File: config.mk
export PLATFORM = sky130hd
export DESIGN_NAME = usr_shift_sequencer
export DESIGN_NICKNAME = d
export VERILOG_FILES = /design/src/rtl/usr_seq_pkg.sv /design/src/rtl/shift_down_counter.sv /design/src/rtl/usr_shift_sequencer.sv
export SDC_FILE = /design/constraint.sdc
export NUM_CORES = 1
export LEC_CHECK = 0
export ABC_AREA = 0
export ABC_CLOCK_PERIOD_IN_PS = 2200
export CORE_MARGIN = 3
export CORE_UTILIZATION = 42
export CTS_CLUSTER_DIAMETER = 60
export DETAILED_ROUTE_END_ITERATION = 16
export GPL_ROUTABILITY_DRIVEN = 1
export PLACE_DENSITY = 0.85
export SYNTH_ARGS = -nofsm -noshare
export SYNTH_HDL_FRONTEND = slang
export SYNTH_SLANG_ARGS = --single-unit
File: constraint.sdc
create_clock -name clk -period 2.2 [get_ports clk]
set_input_delay 0.44 -clock clk [delete_from_list [all_inputs] [get_ports clk]]
set_output_delay 0.44 -clock clk [all_outputs]
set_load 0.01 [all_outputs]
File: src/rtl/usr_seq_pkg.sv
// Shared encodings for the universal shift register sequencer: command ops,
// register select codes, fill modes, controller states and the fill-bit helper.
package usr_seq_pkg;

    localparam logic [1:0] OP_LOAD  = 2'b00;
    localparam logic [1:0] OP_SHR   = 2'b01;
    localparam logic [1:0] OP_SHL   = 2'b10;
    localparam logic [1:0] OP_RSVD  = 2'b11;

    localparam logic [1:0] SEL_HOLD = 2'b00;
    localparam logic [1:0] SEL_SHR  = 2'b01;
    localparam logic [1:0] SEL_SHL  = 2'b10;
    localparam logic [1:0] SEL_LOAD = 2'b11;

    localparam logic [1:0] FILL_ZERO   = 2'b00;
    localparam logic [1:0] FILL_ONE    = 2'b01;
    localparam logic [1:0] FILL_ROTATE = 2'b10;
    localparam logic [1:0] FILL_SERIN  = 2'b11;

    typedef enum logic [1:0] {
        ST_IDLE  = 2'b00,
        ST_LOAD  = 2'b01,
        ST_SHIFT = 2'b10,
        ST_DONE  = 2'b11
    } seq_state_e;

    // Bit entering the register on a shift, chosen by the latched fill mode.
    // Rotate recirculates the bit that is leaving on the same edge.
    function automatic logic fill_bit(input logic [1:0] fill,
                                      input logic       leaving,
                                      input logic       serIn);
        logic b;
        b = 1'b0;
        case (fill)
            FILL_ZERO:   b = 1'b0;
            FILL_ONE:    b = 1'b1;
            FILL_ROTATE: b = leaving;
            FILL_SERIN:  b = serIn;
            default:     b = 1'b0;
        endcase
        return b;
    endfunction

endpackage

File: src/rtl/shift_down_counter.sv
// Down-counter holding the number of shifts still to issue for the current
// command. Loaded on command accept, decremented once per issued shift.
module shift_down_counter
    import usr_seq_pkg::*;
#(
    parameter int CNT_W = 4
) (
    input  logic             clk,
    input  logic             clr,
    input  logic             load,
    input  logic [CNT_W-1:0] load_val,
    input  logic             dec,
    output logic             is_zero,
    output logic             is_one
);

    logic [CNT_W-1:0] count_q;

    // Count register: clear on reset, load wins over decrement, never wraps below zero.
    always_ff @(posedge clk) begin
        if (clr) begin
            count_q <= '0;
        end else if (load) begin
            count_q <= load_val;
        end else if (dec && (count_q != '0)) begin
            count_q <= count_q - 1'b1;
        end
    end

    assign is_zero = (count_q == '0);
    assign is_one  = (count_q == CNT_W'(1));

endmodule

File: src/rtl/usr_shift_sequencer.sv
// Command-driven controller for a WIDTH-bit universal shift register.
// Accepts LOAD / SHIFT_R / SHIFT_L commands on a valid/ready handshake, drives
// the register's select and data inputs, reports each leaving serial bit, and
// pulses done with the final register contents.
// SHIFT_R moves bits toward the MSB (new bit enters q[0], q[WIDTH-1] leaves);
// SHIFT_L moves bits toward the LSB (new bit enters q[WIDTH-1], q[0] leaves).
module usr_shift_sequencer
    import usr_seq_pkg::*;
#(
    parameter int WIDTH = 4,
    parameter int CNT_W = 4
) (
    input  logic             clk,
    input  logic             clr,
    input  logic             cmd_valid,
    output logic             cmd_ready,
    input  logic [1:0]       cmd_op,
    input  logic [CNT_W-1:0] cmd_count,
    input  logic [1:0]       cmd_fill,
    input  logic [WIDTH-1:0] cmd_data,
    input  logic             ser_in,
    input  logic             abort,
    input  logic [WIDTH-1:0] usr_q,
    output logic [1:0]       usr_select,
    output logic [WIDTH-1:0] usr_in,
    output logic             usr_serialright,
    output logic             usr_serialleft,
    output logic             ser_out,
    output logic             ser_out_valid,
    output logic             done,
    output logic             aborted,
    output logic [WIDTH-1:0] result_data
);

    seq_state_e       state_q, state_d;
    logic             aborted_q, aborted_d;
    logic [1:0]       op_q;
    logic [1:0]       fill_q;
    logic [WIDTH-1:0] data_q;

    logic accept;
    logic cntDec;
    logic cntZero;
    logic cntOne;
    logic leavingBit;
    logic enteringBit;

    assign accept = (state_q == ST_IDLE) && cmd_valid;

    // Shifts remaining for the active command live in their own counter.
    shift_down_counter #(
        .CNT_W (CNT_W)
    ) u_counter (
        .clk      (clk),
        .clr      (clr),
        .load     (accept),
        .load_val (cmd_count),
        .dec      (cntDec),
        .is_zero  (cntZero),
        .is_one   (cntOne)
    );

    // Which end of the register empties depends on direction; rotate feeds it back in.
    assign leavingBit  = (op_q == OP_SHR) ? usr_q[WIDTH-1] : usr_q[0];
    assign enteringBit = fill_bit(fill_q, leavingBit, ser_in);

    // State and abort flag registers; reset returns the controller to idle.
    always_ff @(posedge clk) begin
        if (clr) begin
            state_q   <= ST_IDLE;
            aborted_q <= 1'b0;
        end else begin
            state_q   <= state_d;
            aborted_q <= aborted_d;
        end
    end

    // Command fields are captured once at accept and held for the whole command.
    always_ff @(posedge clk) begin
        if (clr) begin
            op_q   <= OP_LOAD;
            fill_q <= FILL_ZERO;
            data_q <= '0;
        end else if (accept) begin
            op_q   <= cmd_op;
            fill_q <= cmd_fill;
            data_q <= cmd_data;
        end
    end

    // Next-state and output decode; an abort in LOAD/SHIFT suppresses the register action.
    always_comb begin
        state_d         = state_q;
        aborted_d       = aborted_q;
        cmd_ready       = 1'b0;
        usr_select      = SEL_HOLD;
        usr_in          = '0;
        usr_serialright = 1'b0;
        usr_serialleft  = 1'b0;
        ser_out         = 1'b0;
        ser_out_valid   = 1'b0;
        done            = 1'b0;
        aborted         = 1'b0;
        result_data     = '0;
        cntDec          = 1'b0;

        case (state_q)
            ST_IDLE: begin
                cmd_ready = 1'b1;
                if (cmd_valid) begin
                    aborted_d = 1'b0;
                    if (cmd_op == OP_LOAD) begin
                        state_d = ST_LOAD;
                    end else if (((cmd_op == OP_SHR) || (cmd_op == OP_SHL)) &&
                                 (cmd_count != '0)) begin
                        state_d = ST_SHIFT;
                    end else begin
                        state_d = ST_DONE;
                    end
                end
            end

            ST_LOAD: begin
                usr_in  = data_q;
                state_d = ST_DONE;
                if (abort) begin
                    aborted_d = 1'b1;
                end else begin
                    usr_select = SEL_LOAD;
                end
            end

            ST_SHIFT: begin
                if (abort) begin
                    aborted_d = 1'b1;
                    state_d   = ST_DONE;
                end else if (cntZero) begin
                    state_d = ST_DONE;
                end else begin
                    ser_out       = leavingBit;
                    ser_out_valid = 1'b1;
                    cntDec        = 1'b1;
                    if (op_q == OP_SHR) begin
                        usr_select      = SEL_SHR;
                        usr_serialright = enteringBit;
                    end else begin
                        usr_select     = SEL_SHL;
                        usr_serialleft = enteringBit;
                    end
                    if (cntOne) begin
                        state_d = ST_DONE;
                    end
                end
            end

            ST_DONE: begin
                done        = 1'b1;
                aborted     = aborted_q;
                result_data = usr_q;
                state_d     = ST_IDLE;
            end

            default: begin
                state_d = ST_IDLE;
            end
        endcase
    end

endmodule

==> impl_summary.md <==
Timing
The highest achievable clock rate is 0.467 GHz. For the pin with the worst max-slew slack, the measured transition is 0.511 ns. Setup violations remaining at the end of the flow were counted as 0. The normalized max-slew margin is 65.6%. The hold slack is 0.458 ns.

The worst path in the final design needs a cycle of 2.14 ns, including I/O delays and setup. The clock tree skew after final layout is 0.00731 ns. Once routing completed, OpenROAD measured the worst setup slack at 0.0608 ns. The final count of hold timing violations was 0. The max-slew violation count is 0. Of the available clock period, the critical path in the final layout requires 97.2%.

Global routing
The maximum number of pins on one net before global-route repair is 15. The initial antenna violation count is 0. The global-route usage over all layers is 22.5%.

The first global-routing pass estimated 4510 um of wire. Global routing finished with a remaining overflow of 0. The via count of the first global-routing pass is 1045.

Logic synthesis
Sorting the synthesized cells by area gives the leading types as dfxtp_1 33%, ha_1 11%, nand2_1 9.8%, and2_1 7.5%, a21oi_1 6.6%. Summing the areas of all xor and xnor instances in the mapped netlist gives 0.956% of the synthesized area. The commonest cells after synthesis are 24 x nand2_1, 15 x dfxtp_1, 12 x a21oi_1, 11 x and2_1, 9 x nor2_1.

The compound-gate portion of the synthesized area is 16.3%. Of the total synthesized cell area, the portion taken by AND, OR, NAND and NOR gates is 33.1%. The most area-hungry cell type in the Yosys netlist is dfxtp_1. Dividing the synthesized area by the synthesized cell count gives 7.57 um^2. After synthesis, the share of flip-flops with an asynchronous set or reset is 0%. The synthesized netlist devotes 10.9% of its cell area to adder and majority cells. The gate count of the mapped netlist is 121. During synthesis, Yosys emitted a total of 0 warnings. The most common cell in the synthesized netlist is nand2_1. In this run the cell area of the synthesized design comes to 916 um^2. The register area share after synthesis is 32.8%. After synthesis, the netlist uses 32 different library cells. In the synthesized netlist, mux cells make up 1.09% of the area.

After synthesis, the largest family of logic cells by area is simple AND/OR/NAND/NOR gates. The number of enable flip-flop cells after synthesis is 0. Of the post-synthesis cell area, the dominant cell type holds 32.8%. The net count of the mapped netlist is 150.

The primary flip-flop cell chosen by synthesis mapping is dfxtp_1. The synthesized design contains 15 register bits.

Placement
The cell count after placement is 190. Buffers placed on the I/O ports in this run total 37. The HPWL after detailed placement is 2120 um. The post-placement worst setup slack is -0.233 ns.

The weighted congestion reported at the end of routability-driven placement is 0.821.

Die
The initial utilization of the core area, before any placement, comes to 45.3%. The floorplan die height is 52.7 um. The horizontal die dimension is 52.7 um. The I/O pin count is 38.

After floorplanning, the core was divided into 16 placement rows. The die covers 2780 um^2. The core box area is 2020 um^2.

Route
In the final routed layout, each cell accounts on average for 14.6 um. The total routed wirelength is 2870 um. For this run, the detailed router's first-pass iteration total came to 4.

The residual antenna-violating net count after detailed routing is 0. The via density per instance is 5.21. After detailed routing, the number of remaining DRC violations is 0. The vias after detailed routing is 1021. The detailed router finished its first iteration with 26 violations.

Power
The worst vdd rail ir drop is 689 uV. Dividing total power by cell area gives a power density of 895 nW/um^2. Summed over all cells, the static leakage comes to 0.622 nW. The power after layout is 1.27 mW.

CTS
The total clock sinks is 15. The CTS buffer count is 3. Clock tree synthesis selected as its root buffer the cell clkbuf_4. TritonCTS built the clock tree.

The clock passes through at most 2 buffers. The number of H-tree levels is 1. The number of hold-repair buffers added at the cts stage is 0.

The clock latency reported for the late side of the worst-skew pair is 0.29 ns. The clock input transition at the sequential cells of the worst setup and hold paths is 0.10 ns.

Cells and area
Once layout is complete, the cells apart from fillers number 196. The net count of the finished layout is 199. In the final layout, the share of cells above drive strength 1 is 18.9%. The number of antenna cells inserted is 0.

The relative area change from synthesis to final layout is 54.8%.

Hold path
Counting instances, the worst hold path has a depth of 2. The classification of the worst-slack hold path is reg -> reg.

Critical path
The critical path depth in cells is 7. The critical setup path kind is reg -> out. The number of buffers and inverters on the critical path is 2. The critical path capture point type is an output port. At the worst endpoint, the required time is 1.76 ns. The gate family responsible for the most delay along the worst path is simple AND/OR/NAND/NOR gates. Of all nets on the critical path, the largest fanout is 3. The worst setup path is launched from a flip-flop. Traced cell by cell, the critical path runs through inv_2 > ha_4 > or3b_4 > nand2_4 > nor2_1 > o21a_1 > buf_2.

In this design, the stage delay of the slowest critical-path cell is 0.40 ns. The worst-path cell with the longest stage delay is or3b_4. Counting cells, the worst reg-to-reg path comes to 8.

The arrival time of the worst setup path is 1.70 ns.

Status
The run finished with clean final reports.

Flow run
The number of max-cap violations is 0.
routing by layer:
layer | part of all wire, % | global-route usage, % | up-vias
met2 | 53 | 43.6 | 44
met5 | 0 | 0 | -
li1 | - | - | 504
met4 | 3.4 | 12.8 | 0
met1 | 37 | 21.4 | 465
met3 | 6.1 | 4.27 | 8
where the power goes:
part           switching (mW)  total (mW)  internal [mW]
Clock                  0.0976       0.165         0.0677
Combinational           0.367       0.711          0.345
Sequential             0.0497       0.392          0.342
Total                   0.514        1.27          0.754
kinds of logic (layout without fill, tap and decap cells):
kind of cell | count (synthesis) | count (layout)
AO/OA/AOI/OAI | 24 | 24
XOR/XNOR | 1 | 1
adder cells (fa/ha/maj) | 8 | 8
buffers and inverters | 12 | 60
flip-flops | 15 | 15
multiplexers | 1 | 1
AND/OR/NAND/NOR | 60 | 60
metrics by stage:
step	util [%]	area (um^2)	setup TNS, ns
floorplan	-	916	0
global placement	67.9	1370	-0.862
detailed placement	67.9	1370	-1.08
CTS	69.7	1410	0
global route	70.1	1420	-0.00681
finish	70.1	1420	0
layout make-up:
class / count / area, um^2
well taps: 27 / 33.8
fillers: 160 / 604
clock inverters: 1 / 5.00
inverters: 8 / 30.0
multi-input cells: 94 / 598
flip-flops and latches: 15 / 303
repair buffers: 48 / 425
clock buffers: 3 / 22.5
state kept, by name, summed over array words and instances, names as in the netlist:
register / cells
data_q: 4
fill_q: 2
op_q: 2
aborted_q: 1
u_counter.count_q: 4
state_q: 2
tightest hold or removal path, stage by stage (launching register included):
cell and delay, ns:
dfxtp_1 0.32, nand2_1 0.05, a21oi_1 0.05
repair_timing:
item,in CTS,in global routing
pin swaps,2,2
setup buffers,1,1
resized for setup,21,10
setup endpoints to repair,6,10
final timing paths:
kind,from,end,slack [ns]
worst min register to register,data_q[2],data_q[2],0.46
worst max register to register,u_counter.count_q[1],u_counter.count_q[0],0.52
worst min-delay path,data_q[2],data_q[2],0.46
worst max-delay path,u_counter.count_q[1],usr_select[1],0.06
cell usage in the layout, fill, tap and decap left out, drive strengths merged:
master          n
a211o           2
a31oi           1
nand2          25
dfxtp          15
clkbuf          7
nor3            3
nor4            1
a311oi          2
and3            1
dlymetal6s2s    1
nand2b          1
a211oi          1
inv             8
and2           11
clkdlybuf4s50  30
buf            13
nand4b          1
a21boi          1
clkinv          1
a21oi          12
nand4           2
or3b            1
and2b           1
or3             1
o31ai           2
mux2i           1
nor2b           3
o21a            1
ha              8
xnor2           1
o21ai           2
nor2            9
Note: power is estimated with default switching activity, not from simulation.
